## src/rtl/alu_issue_ctrl_pkg.sv

```systemverilog
// Shared definitions for the ALU issue/capture stage: opcodes, FSM states
// and the opcode-to-latency rule used by the decoder.
package alu_issue_ctrl_pkg;

    localparam int WIDTH_DEF = 32;

    localparam logic [4:0] OP_ADD = 5'd0;
    localparam logic [4:0] OP_SUB = 5'd1;
    localparam logic [4:0] OP_MUL = 5'd2;
    localparam logic [4:0] OP_DIV = 5'd3;
    localparam logic [4:0] OP_SHR = 5'd4;
    localparam logic [4:0] OP_SHL = 5'd5;
    localparam logic [4:0] OP_ROR = 5'd6;
    localparam logic [4:0] OP_ROL = 5'd7;
    localparam logic [4:0] OP_AND = 5'd8;
    localparam logic [4:0] OP_OR  = 5'd9;
    localparam logic [4:0] OP_NEG = 5'd10;
    localparam logic [4:0] OP_NOT = 5'd11;

    typedef enum logic [1:0] {
        ST_IDLE = 2'd0,
        ST_EXEC = 2'd1,
        ST_ERR  = 2'd2
    } state_t;

    // Only the clocked multiplier needs extra cycles; everything else settles
    // within the single EXEC cycle.
    function automatic int op_latency(input logic [4:0] op, input int mul_latency);
        return (op == OP_MUL) ? mul_latency : 0;
    endfunction

endpackage

```

## src/rtl/alu_issue_ctrl_decode.sv

```systemverilog
// Combinational request screen: flags illegal opcodes and divide-by-zero and
// reports how many extra EXEC cycles a legal op needs.
module alu_op_decode
    import alu_issue_ctrl_pkg::*;
#(
    parameter int WIDTH       = WIDTH_DEF,
    parameter int MUL_LATENCY = 1,
    parameter int CNT_W       = 4
) (
    input  logic [4:0]       op,
    input  logic [WIDTH-1:0] b_in,
    output logic             legal,
    output logic             div_by_zero,
    output logic [CNT_W-1:0] latency
);

    assign legal       = (op <= OP_NOT);
    assign div_by_zero = (op == OP_DIV) && (b_in == '0);
    assign latency     = CNT_W'(op_latency(op, MUL_LATENCY));

endmodule

```

## src/rtl/alu_issue_ctrl.sv

```systemverilog
// Issue/capture stage around the ALU: accepts one request, holds it on the
// ALU inputs for its latency, captures the Z pair and pulses done.
module alu_issue_ctrl
    import alu_issue_ctrl_pkg::*;
#(
    parameter int WIDTH       = WIDTH_DEF,
    parameter int MUL_LATENCY = 1,
    parameter int CNT_W       = 4
) (
    input  logic             clk,
    input  logic             clr,
    input  logic             start,
    input  logic [4:0]       op,
    input  logic [WIDTH-1:0] a_in,
    input  logic [WIDTH-1:0] b_in,
    output logic             ready,
    output logic             done,
    output logic             err,
    output logic             z_zero,
    output logic [WIDTH-1:0] z_hi,
    output logic [WIDTH-1:0] z_lo,
    output logic [WIDTH-1:0] alu_a,
    output logic [WIDTH-1:0] alu_b,
    output logic [4:0]       alu_ctrl,
    output logic             alu_enable,
    input  logic [WIDTH-1:0] alu_zhi,
    input  logic [WIDTH-1:0] alu_zlo
);

    state_t           state, state_nxt;
    logic [4:0]       op_q;
    logic [WIDTH-1:0] a_q, b_q;
    logic [CNT_W-1:0] cnt_q;

    logic             legal, div_by_zero;
    logic [CNT_W-1:0] latency;
    logic             accept, capture, raise_err, cnt_dec;

    alu_op_decode #(
        .WIDTH       (WIDTH),
        .MUL_LATENCY (MUL_LATENCY),
        .CNT_W       (CNT_W)
    ) u_decode (
        .op          (op),
        .b_in        (b_in),
        .legal       (legal),
        .div_by_zero (div_by_zero),
        .latency     (latency)
    );

    // NOTE: sequential state uses non-blocking assignments so every register
    // samples the pre-edge values, independent of statement order.
    always_ff @(posedge clk or negedge clr) begin
        if (!clr) state <= ST_IDLE;
        else      state <= state_nxt;
    end

    // NOTE: every output of this block gets a default first, so no path
    // through the case leaves a signal unassigned and infers a latch.
    always_comb begin
        state_nxt  = state;
        ready      = 1'b0;
        alu_enable = 1'b0;
        accept     = 1'b0;
        capture    = 1'b0;
        raise_err  = 1'b0;
        cnt_dec    = 1'b0;
        case (state)
            ST_IDLE: begin
                ready = 1'b1;
                if (start) begin
                    accept    = 1'b1;
                    state_nxt = (!legal || div_by_zero) ? ST_ERR : ST_EXEC;
                end
            end
            ST_EXEC: begin
                alu_enable = 1'b1;
                if (cnt_q != '0) begin
                    cnt_dec = 1'b1;
                end else begin
                    capture   = 1'b1;
                    state_nxt = ST_IDLE;
                end
            end
            ST_ERR: begin
                raise_err = 1'b1;
                state_nxt = ST_IDLE;
            end
            default: state_nxt = ST_IDLE;
        endcase
    end

    // NOTE: every register here, Z pair included, is cleared by the async
    // reset so an aborted op leaves no stale result or pending done behind.
    always_ff @(posedge clk or negedge clr) begin
        if (!clr) begin
            op_q   <= '0;
            a_q    <= '0;
            b_q    <= '0;
            cnt_q  <= '0;
            z_hi   <= '0;
            z_lo   <= '0;
            z_zero <= 1'b0;
            done   <= 1'b0;
            err    <= 1'b0;
        end else begin
            done <= capture || raise_err;
            err  <= raise_err;
            if (accept) begin
                op_q  <= op;
                a_q   <= a_in;
                b_q   <= b_in;
                cnt_q <= latency;
            end else if (cnt_dec) begin
                cnt_q <= cnt_q - 1'b1;
            end
            // Error responses leave the Z pair and its zero flag untouched.
            if (capture) begin
                z_hi   <= alu_zhi;
                z_lo   <= alu_zlo;
                z_zero <= ~|{alu_zhi, alu_zlo};
            end
        end
    end

    assign alu_a    = a_q;
    assign alu_b    = b_q;
    assign alu_ctrl = op_q;

endmodule

```

## config.mk

```make
export PLATFORM = sky130hd
export DESIGN_NAME = alu_issue_ctrl
export DESIGN_NICKNAME = d
export VERILOG_FILES = /design/src/rtl/alu_issue_ctrl_pkg.sv /design/src/rtl/alu_issue_ctrl_decode.sv /design/src/rtl/alu_issue_ctrl.sv
export SDC_FILE = /design/constraint.sdc
export NUM_CORES = 1
export LEC_CHECK = 0
export CORE_AREA = 2 2 130 132
export CTS_BUF_LIST = sky130_fd_sc_hd__clkbuf_8
export DETAILED_ROUTE_END_ITERATION = 6
export DIE_AREA = 0 0 132 134
export GPL_ROUTABILITY_DRIVEN = 0
export PLACE_DENSITY = 0.7
export RECOVER_POWER = 100
export SLEW_MARGIN = 20
export SYNTH_ARGS = -nofsm -noshare
export SYNTH_HDL_FRONTEND = slang
export SYNTH_SLANG_ARGS = --single-unit
export TNS_END_PERCENT = 1
```

## constraint.sdc

```tcl
create_clock -name clk -period 3.14 [get_ports clk]
set_input_delay 0.628 -clock clk [delete_from_list [all_inputs] [get_ports clk]]
set_output_delay 0.628 -clock clk [all_outputs]
set_load 0.01 [all_outputs]
```

# Word-level counts from Yosys, hierarchy flattened
# Cells that the tools add are included.
dict set report classes {
  n_reduce_logical 11
  mux 16
  n_eq_ne 6
  magnitude_cmp 1
  n_addsub 1
}
# op count
set op_table {}
lappend op_table {{64-bit OR reduction} 1}
lappend op_table {{32-bit zero test} 1}
lappend op_table {{5-bit by 2-bit equality test with 1-bit output (second input constant)} 2}
lappend op_table {{1-bit two-way mux} 10}
lappend op_table {{4-bit two-way mux} 2}
lappend op_table {{2-bit two-way mux} 3}
lappend op_table {{5-bit by 4-bit less-or-equal comparator with 1-bit output (second input constant)} 1}
lappend op_table {{2-bit inequality test (second input constant)} 2}
lappend op_table {{2-bit case mux with 2 select lines} 1}
lappend op_table {{4-bit nonzero test} 1}
lappend op_table {{4-bit by 1-bit subtractor with 4-bit output (second input constant)} 1}
lappend op_table {{2-bit by 1-bit equality test with 1-bit output (second input constant)} 1}
lappend op_table {{2-bit equality test (second input constant)} 1}
lappend op_table {{1-bit zero test} 2}
lappend op_table {{2-bit zero test} 1}
lappend op_table {{1-bit logical OR} 2}
lappend op_table {{2-bit AND reduction} 1}
lappend op_table {{2-bit nonzero test} 1}
lappend op_table {{1-bit logical AND} 1}
dict set report word_totals {
  inputBits 136
  reg_bits 142
  elab_cells 45
  out_inout_bits 138
}

# Longest topological paths before layout
# Gate-level depths: netlist (run 1).
dict set report depth {
  ltp_word 6
  depth_mapped 7
  depth_no_buf 6
}

# Hierarchy
# From an unflattened synthesis (run 1), not the netlist that was laid out.
dict set report unflattened {
  cells_unflattened 511
  area_unflattened_um2 5761.8
}
# module area_each_um2 instances cells_per_inst
set modules_own_cells {}
lappend modules_own_cells {alu_issue_ctrl 5621.6 1 491}
lappend modules_own_cells {alu_op_decode 140.1 1 20}

# Worst setup path after synthesis (run 1)
# OpenSTA, ideal clock, no wires.
dict set report synth_path {
  path_type {input to register}
  start {in alu_zhi[0]}
  end {reg z_zero}
  slack_ns 1.471
  path_stages 4
  setup_time_ns 0.076
  arrival_ns 1.593
  cell_sequence {nor4_1 -> nand4_1 -> or4_1 -> o21ai_1}
}
dict set report synth_between {
  elab_chain_cells 2
}
# element line_no
set synth_lines {}
lappend synth_lines {{start: declaration} alu_issue_ctrl.sv:26} ;# input logic [WIDTH-1:0] alu_zhi,
lappend synth_lines {{64-bit OR reduction} alu_issue_ctrl.sv:121} ;# z_zero <= ~|{alu_zhi, alu_zlo};
lappend synth_lines {{1-bit zero test} alu_issue_ctrl.sv:121}
lappend synth_lines {{end signal: assignment} alu_issue_ctrl.sv:121}
lappend synth_lines {{end: declaration} alu_issue_ctrl.sv:19} ;# output logic z_zero,
# No other way between the ends.
# A chain may end at the register's enable or synchronous reset.

# Worst setup path after layout (run 1)
dict set report layout_path {
  start {reg cnt_q[0]}
  end {reg z_lo[12]}
}
dict set report layout_between {
  elab_chain_cells 3
}
# element line_no
set layout_lines {}
lappend layout_lines {{start: declaration} alu_issue_ctrl.sv:33} ;# logic [CNT_W-1:0] cnt_q;
lappend layout_lines {{start signal: assignment} alu_issue_ctrl.sv:113} ;# cnt_q <= latency;
lappend layout_lines {{start signal: assignment} alu_issue_ctrl.sv:115} ;# cnt_q <= cnt_q - 1'b1;
lappend layout_lines {{4-bit nonzero test} alu_issue_ctrl.sv:78} ;# if (cnt_q != '0) begin
lappend layout_lines {{1-bit two-way mux} alu_issue_ctrl.sv:78}
lappend layout_lines {{1-bit two-way mux} alu_issue_ctrl.sv:68} ;# case (state)
lappend layout_lines {{end signal: assignment} alu_issue_ctrl.sv:120} ;# z_lo <= alu_zlo;
lappend layout_lines {{end: declaration} alu_issue_ctrl.sv:21} ;# output logic [WIDTH-1:0] z_lo,
# No other way between the ends.

==> results of run 1 <==
## logic make-up after synthesis
logic type,count (synthesis)
AOI/OAI and AO/OA,6
and+or+nand+nor,261
muxes,64
buffers and inverters,24
xor gates and xnor gates,3
adders and majority gates,1
DFF,142
## path summary, 6_finish.rpt
kind / slack (ps) / cells after the start / endpoint / startpoint
worst min-delay path: 470 / 2 / alu_b[4]$_DFFE_PN0P_ / alu_b[4]$_DFFE_PN0P_
worst max register to register: 590 / 5 / z_lo[12]$_DFFE_PN0P_ / cnt_q[0]$_DFFE_PN0P_
worst max-delay path: 590 / 5 / z_lo[12]$_DFFE_PN0P_ / cnt_q[0]$_DFFE_PN0P_
max in group asynchronous: 890 / 2 / alu_b[23]$_DFFE_PN0P_ / clr
min in group asynchronous: 670 / 1 / z_hi[4]$_DFFE_PN0P_ / clr
worst min register to register: 470 / 2 / alu_b[4]$_DFFE_PN0P_ / alu_b[4]$_DFFE_PN0P_
## metrics by stage
stage / utilization [%] / cells / total power (W) / setup slack (ps)
3_3_place_gp: 52.5 / 978 / 0.00542 / 706
6_report: 54.7 / 1010 / 0.00663 / 594
5_1_grt: 54.7 / 1010 / 0.00704 / 378
2_1_floorplan: - / 501 / 0.00382 / 1470
4_1_cts: 54.9 / 1010 / 0.00697 / 715
3_5_place_dp: 52.5 / 978 / 0.00550 / 712
## state kept, by name, summed over array words and instances (netlist names)
name      flops
alu_a        32
alu_b        32
z_hi         32
z_lo         32
alu_ctrl      5
cnt_q         4
state         2
done          1
err           1
z_zero        1
## per-layer routing
layer  vias up  wire, µm  GRT usage, %
li1       2212         -             -
met1      2229      6890          24.1
met2       222      7940          31.7
met3        21      1450          6.58
met4         0       272          6.40
met5         -         0             0
## critical path: stages (launching register included)
cell and delay [ps]:
dfrtp_1 350, inv_1 70, ha_1 250, nand3_4 70, clkbuf_2 1180, mux2_2 440
## layout make-up
type                            instances  share of cell area [%]
Clock buffer                           18                    2.78
Multi-Input combinational cell        335                    21.4
Inverter                                2                  0.0843
Timing Repair Buffer                  279                    31.2
Tap cell                              220                    3.09
Sequential cell                       142                    39.9
Clock inverter                         14                    1.59
## power by group
| group | leakage (nW) | total (W) | internal (W) | switching [W] |
|---|---|---|---|---|
| logic | 2.14 | 0.00248 | 0.00141 | 0.00107 |
| clock network | 0.191 | 0.00145 | 0.000724 | 0.000726 |
| registers | 1.71 | 0.00271 | 0.00242 | 0.000284 |
| total | 4.05 | 0.00663 | 0.00455 | 0.00208 |
## cell usage in the layout, fill, tap and decap left out, types with 2 or more instances in the layout
master	synthesis	final
clkinv_2	0	5
nor2_1	6	6
inv_6	0	2
nor3_1	2	2
o21ai_0	3	4
mux2_2	64	64
buf_4	0	2
clkbuf_8	0	18
nor4_1	21	21
inv_1	2	2
nand3_1	4	4
clkbuf_2	0	3
xor2_1	2	2
dfrtp_1	142	142
clkdlybuf4s50_1	0	133
clkinvlp_4	0	4
nand4_1	6	6
nand2_1	211	210
dlygate4sd3_1	0	139
bufinv_16	0	2
==> load_flow_metrics.sql, run 1 <==
INSERT INTO impl_metrics (metric_group, metric, value, unit) VALUES
('clock_tree', 'tritoncts_clock_tree', 'done', ''),
('flow_run', 'max-cap-violations', '2', ''),
('clock_tree', 'htree_levels', '4', ''),
('clock_tree', 'cts_post_setup_buffers_inserted', '0', ''),
('logic_synthesis', 'ys_seq_elements', '142', ''),
('worst_setup_path', 'endpoint_kind', 'register', ''),
('clock_tree', 'clock_sink_count', '142', ''),
('global_route', 'number_of_antenna_violations_at_the_first_check_in_global_routing', '0', ''),
('die', 'initial_core_util', '34.3', '%'),
('global_route', 'grt_start_max_net_pins', '78', ''),
('hold_path', 'worst_hold_path_type', 'reg -> reg', ''),
('pwr', 'pwr_density_cell', '744', 'nW/µm²'),
('cells_and_area', 'final_design_area_no_fill', '8910', 'µm²'),
('route', 'routed-via-count', '4684', ''),
('placed_design', 'detailedPlacementHpwl', '12.4', 'mm'),
('clock_tree', 'cts_hold_buf', '0', ''),
('sta', 'final.min_clock_period', '2550', 'ps'),
('cells_and_area', 'insertedDiodeCount', '0', ''),
('pwr', 'irDropWorstVdd', '269', 'µV'),
('worst_setup_path', 'cp_max_fo', '67', ''),
('logic_synthesis', 'commonest_cells_post_synth', '211 x nand2_1, 142 x dfrtp_1, 64 x mux2_2', ''),
('global_route', 'overflow', '0', ''),
('sta', 'finalMaxSlewViolations', '145', ''),
('logic_synthesis', 'post_synth_instance_area', '5580', 'µm²'),
('sta', 'fin_worst_hold_slack', '473', 'ps'),
('route', 'drtIter0Drc', '165', ''),
('logic_synthesis', 'synthXorXnorAreaFrac', '0.471', '%'),
('logic_synthesis', 'synth_simple_gate_area_share', '19.8', '%'),
('clock_tree', 'cts_buffers', '17', ''),
('cells_and_area', 'nets_final', '914', ''),
('cells_and_area', 'fillCellCount', '1378', ''),
('sta', 'timing.setup.tns', '0', 'ps'),
('logic_synthesis', 'synth_compound_gate_area_share', '0.583', '%'),
('worst_setup_path', 'data_required_time_of_the_critical_path', '3460', 'ps'),
('logic_synthesis', 'yosys_warnings', '0', ''),
('sta', 'fin_crit_sh', '81.1', '%'),
('placed_design', 'dpl_cell_area', '8550', 'µm²'),
('outcome', 'failed_checks', 'max-capacitance violations, max-slew violations', ''),
('die', 'die_width', '132', 'µm'),
('clock_tree', 'cts-root-buf', 'clkbuf_8', ''),
('logic_synthesis', 'portion_of_synthesized_cell_area_occupied_by_the_leading_cell_type', '63.7', '%'),
('logic_synthesis', 'dominantRegCellSynth', 'dfrtp_1', ''),
('sta', 'fmaxAchievable', '0.393', 'GHz'),
('clock_tree', 'post_cts_resize_count', '0', ''),
('sta', 'max_slew.worst_pin.slew', '1910', 'ps'),
('route', 'ant_nets', '0', ''),
('cells_and_area', 'sequential_cell_area', '3550', 'µm²'),
('worst_setup_path', 'timing.critical_path.arrival', '2860', 'ps'),
('placed_design', 'portBuffers', '273', ''),
('logic_synthesis', 'synth.most_common_cell', 'nand2_1', ''),
('route', 'drt_drc_violations_left', '0', ''),
('die', 'die_area', '17700', 'µm²'),
('cells_and_area', 'final_layout_size_suffix_gt1_share', '13.5', '%'),
('clock_tree', 'worstSkewPairLatency', '450', 'ps'),
('logic_synthesis', 'main_combinational_cell_family_by_area_after_synthesis', 'simple AND/OR/NAND/NOR gates', ''),
('logic_synthesis', 'synth_cells', '501', ''),
('sta', 'max-slew-margin-rel', '-27.5', '%'),
('logic_synthesis', 'synth.area.mux_share', '12.9', '%'),
('outcome', 'outcome', 'finished with violations', ''),
('die', 'placeableCoreArea', '16300', 'µm²'),
('die', 'ioPinCount', '274', ''),
('logic_synthesis', 'yosysSeqAreaShare', '63.7', '%'),
('cells_and_area', 'combined_area_of_the_multi_input_logic_cells', '1910', 'µm²'),
('logic_synthesis', 'synthAdderAreaFrac', '0.224', '%'),
('clock_tree', 'clock_path_buffers', '2', ''),
('sta', 'final-setup-viol-count', '0', ''),
('sta', 'final.setup_skew', '14.4', 'ps'),
('global_route', 'first_pass_grt_wire_length', '26.8', 'mm'),
('logic_synthesis', 'synth_area_leader_cell', 'dfrtp_1', ''),
('worst_setup_path', 'timing_worst_setup_path_type', 'reg -> reg', ''),
('route', 'detail_route.wirelength', '16.6', 'mm');
Note: power is estimated with default switching activity, not from simulation.
==> inputs of run 2 (changes only) <==
==> constraint.sdc (replaced) <==
create_clock -name clk -period 2.6 [get_ports clk]
set_input_delay 0.52 -clock clk [delete_from_list [all_inputs] [get_ports clk]]
set_output_delay 0.52 -clock clk [all_outputs]
set_load 0.01 [all_outputs]
==> load_flow_metrics.sql, run 2 (synthesis results as in run 1) <==
INSERT INTO impl_metrics (metric_group, metric, value, unit) VALUES
('clock_tree', 'clock_sink_count', '142', ''),
('worst_setup_path', 'cp.buffers_inverters', '1', ''),
('global_route', 'number_of_antenna_violations_at_the_first_check_in_global_routing', '0', ''),
('sta', 'final.min_clock_period', '2350', 'ps'),
('sta', 'rsz_0062_raised_after_global_routing', 'false', ''),
('worst_setup_path', 'cp_slowest_cell', 'buf_2', ''),
('die', 'die_area', '17700', 'µm²'),
('route', 'detail_route.wirelength', '16.9', 'mm'),
('hold_path', 'worst_hold_path_type', 'in -> async', ''),
('route', 'route.detailed.wl_per_inst', '16.7', 'µm'),
('pwr', 'total_leakage_power', '4.09', 'nW'),
('worst_setup_path', 'endpoint_of_the_worst_register_to_register_path', 'z_lo[31]$_DFFE_PN0P_', ''),
('route', 'drtIter0Drc', '228', ''),
('clock_tree', 'clkTransAtPathRegs', '80', 'ps'),
('worst_setup_path', 'setup.reg_to_reg.worst_slack', '250', 'ps'),
('worst_setup_path', 'timing_worst_setup_path_type', 'reg -> reg', ''),
('sta', 'fmaxAchievable', '0.426', 'GHz'),
('outcome', 'outcome', 'finished with violations', ''),
('cells_and_area', 'insertedDiodeCount', '0', ''),
('route', 'drt_drc_violations_left', '0', ''),
('pwr', 'irDropWorstVdd', '416', 'µV'),
('flow_run', 'max-cap-violations', '1', ''),
('worst_setup_path', 'cp_max_fo', '41', ''),
('cells_and_area', 'combined_area_of_the_multi_input_logic_cells', '1900', 'µm²'),
('worst_setup_path', 'cell_breakdown_of_the_critical_path', 'and2b_2 -> nand3_4 -> buf_2 -> mux2_2', ''),
('placed_design', 'detailedPlacementHpwl', '12.8', 'mm'),
('global_route', 'first_pass_grt_wire_length', '27.1', 'mm'),
('cells_and_area', 'areaGrowthSynthToFinish', '60.6', '%'),
('outcome', 'failed_checks', 'max-capacitance violations, max-slew violations', ''),
('cells_and_area', 'fillCellCount', '1396', ''),
('route', 'ant_nets', '0', ''),
('pwr', 'pwr_density_cell', '905', 'nW/µm²'),
('clock_tree', 'cts-root-buf', 'clkbuf_8', ''),
('sta', 'worst_setup_slack_final', '252', 'ps'),
('cells_and_area', 'sequential_cell_area', '3550', 'µm²'),
('worst_setup_path', 'data_required_time_of_the_critical_path', '2910', 'ps'),
('route', 'routed-via-count', '4741', ''),
('sta', 'fin_crit_sh', '90.3', '%'),
('die', 'initial_core_util', '34.3', '%'),
('global_route', 'grt_start_max_net_pins', '62', ''),
('sta', 'finalHoldViolations', '0', ''),
('cells_and_area', 'nets_final', '917', ''),
('sta', 'finalMaxSlewViolations', '59', ''),
('clock_tree', 'worstSkewPairLatency', '440', 'ps'),
('cells_and_area', 'final_layout_size_suffix_gt1_share', '12.9', '%'),
('worst_setup_path', 'critical_path.reg2reg.startpoint', 'state[0]$_DFFE_PN0P_', ''),
('clock_tree', 'tritoncts_clock_tree', 'done', ''),
('worst_setup_path', 'timing.critical_path.arrival', '2660', 'ps'),
('cells_and_area', 'layout.cells.most_common', 'nand2_1', ''),
('clock_tree', 'clock_path_buffers', '2', ''),
('worst_setup_path', 'path_depth', '4', ''),
('sta', 'max-slew-margin-rel', '-2.26', '%'),
('global_route', 'grt_util_all_layers', '19.6', '%'),
('clock_tree', 'cts_post_setup_buffers_inserted', '0', ''),
('worst_setup_path', 'critPathMaxStageDelay', '780', 'ps'),
('placed_design', 'portBuffers', '273', ''),
('route', 'detailed_routing_iteration_count_for_the_pre_antenna_repair_pass', '4', ''),
('worst_setup_path', 'startpoint_type', 'register', ''),
('global_route', 'overflow', '0', ''),
('die', 'ioPinCount', '274', ''),
('sta', 'final-setup-viol-count', '0', ''),
('cells_and_area', 'layout_common_cells', '210 x nand2_1, 142 x dfrtp_1, 139 x dlygate4sd3_1', ''),
('clock_tree', 'cts_hold_buf', '0', ''),
('die', 'rows', '47', ''),
('sta', 'timing.setup.tns', '0', 'ps'),
('clock_tree', 'cts_buffers', '17', ''),
('sta', 'final.setup_skew', '14.7', 'ps'),
('worst_setup_path', 'path_delay_family', 'buffers and inverters', ''),
('worst_setup_path', 'r2r_cells', '4', ''),
('route', 'avgViaCountPerCell', '4.68', ''),
('die', 'die_height', '134', 'µm'),
('clock_tree', 'htree_levels', '4', ''),
('worst_setup_path', 'endpoint_kind', 'register', ''),
('sta', 'max_slew.worst_pin.slew', '1530', 'ps'),
('die', 'placeableCoreArea', '16300', 'µm²'),
('placed_design', 'dp_worst_setup_slack', '285', 'ps'),
('clock_tree', 'post_cts_resize_count', '0', ''),
('die', 'die_width', '132', 'µm'),
('global_route', 'grt_pass1_vias', '5062', '');
==> run 2: per-layer routing <==
layer	global-route usage, %	share of wire [%]
met1	22.7	40
met5	0	0
met4	6.58	1.4
met2	33.7	50
met3	7.45	9.2
==> run 2: worst max-delay path by stage <==
stage                               from                    to  slack (ps)
CTS                 state[1]$_DFFE_PN0P_            alu_enable         300
detailed placement           alu_zlo[23]    z_zero$_DFFE_PN0P_         290
global placement             alu_zlo[23]    z_zero$_DFFE_PN0P_         240
finish              state[0]$_DFFE_PN0P_  z_lo[31]$_DFFE_PN0P_         250
floorplan                     alu_zhi[0]    z_zero$_DFFE_PN0P_        1040
global route        state[0]$_DFFE_PN0P_  z_hi[10]$_DFFE_PN0P_         130
==> run 2: layout make-up <==
class | instances | share of cell area (%)
clock buffer | 19 | 2.92
clock inverter | 13 | 1.66
inverter | 2 | 0.0838
multi-input combinational | 335 | 21.2
sequential | 142 | 39.6
tap | 220 | 3.07
timing repair buffer | 282 | 31.4
==> run 2: metrics by stage <==
stage / hold slack (ps) / area [µm²] / util [%] / std cells / power [W]
after floorplan: 224 / 5580 / - / 501 / 0.00462
after global placement: 458 / 8610 / 52.8 / 981 / 0.00657
after detailed placement: 462 / 8610 / 52.8 / 981 / 0.00669
after CTS: 27.9 / 9020 / 55.3 / 1013 / 0.00855
after global routing: 506 / 8960 / 55.0 / 1013 / 0.00857
final: 429 / 8960 / 55.0 / 1013 / 0.00811
==> run 2: report_power, final <==
group	internal (W)	leakage, nW	switching, W
combinational	0.00169	2.17	0.00131
sequential	0.00293	1.71	0.000352
clock	0.000987	0.209	0.000837
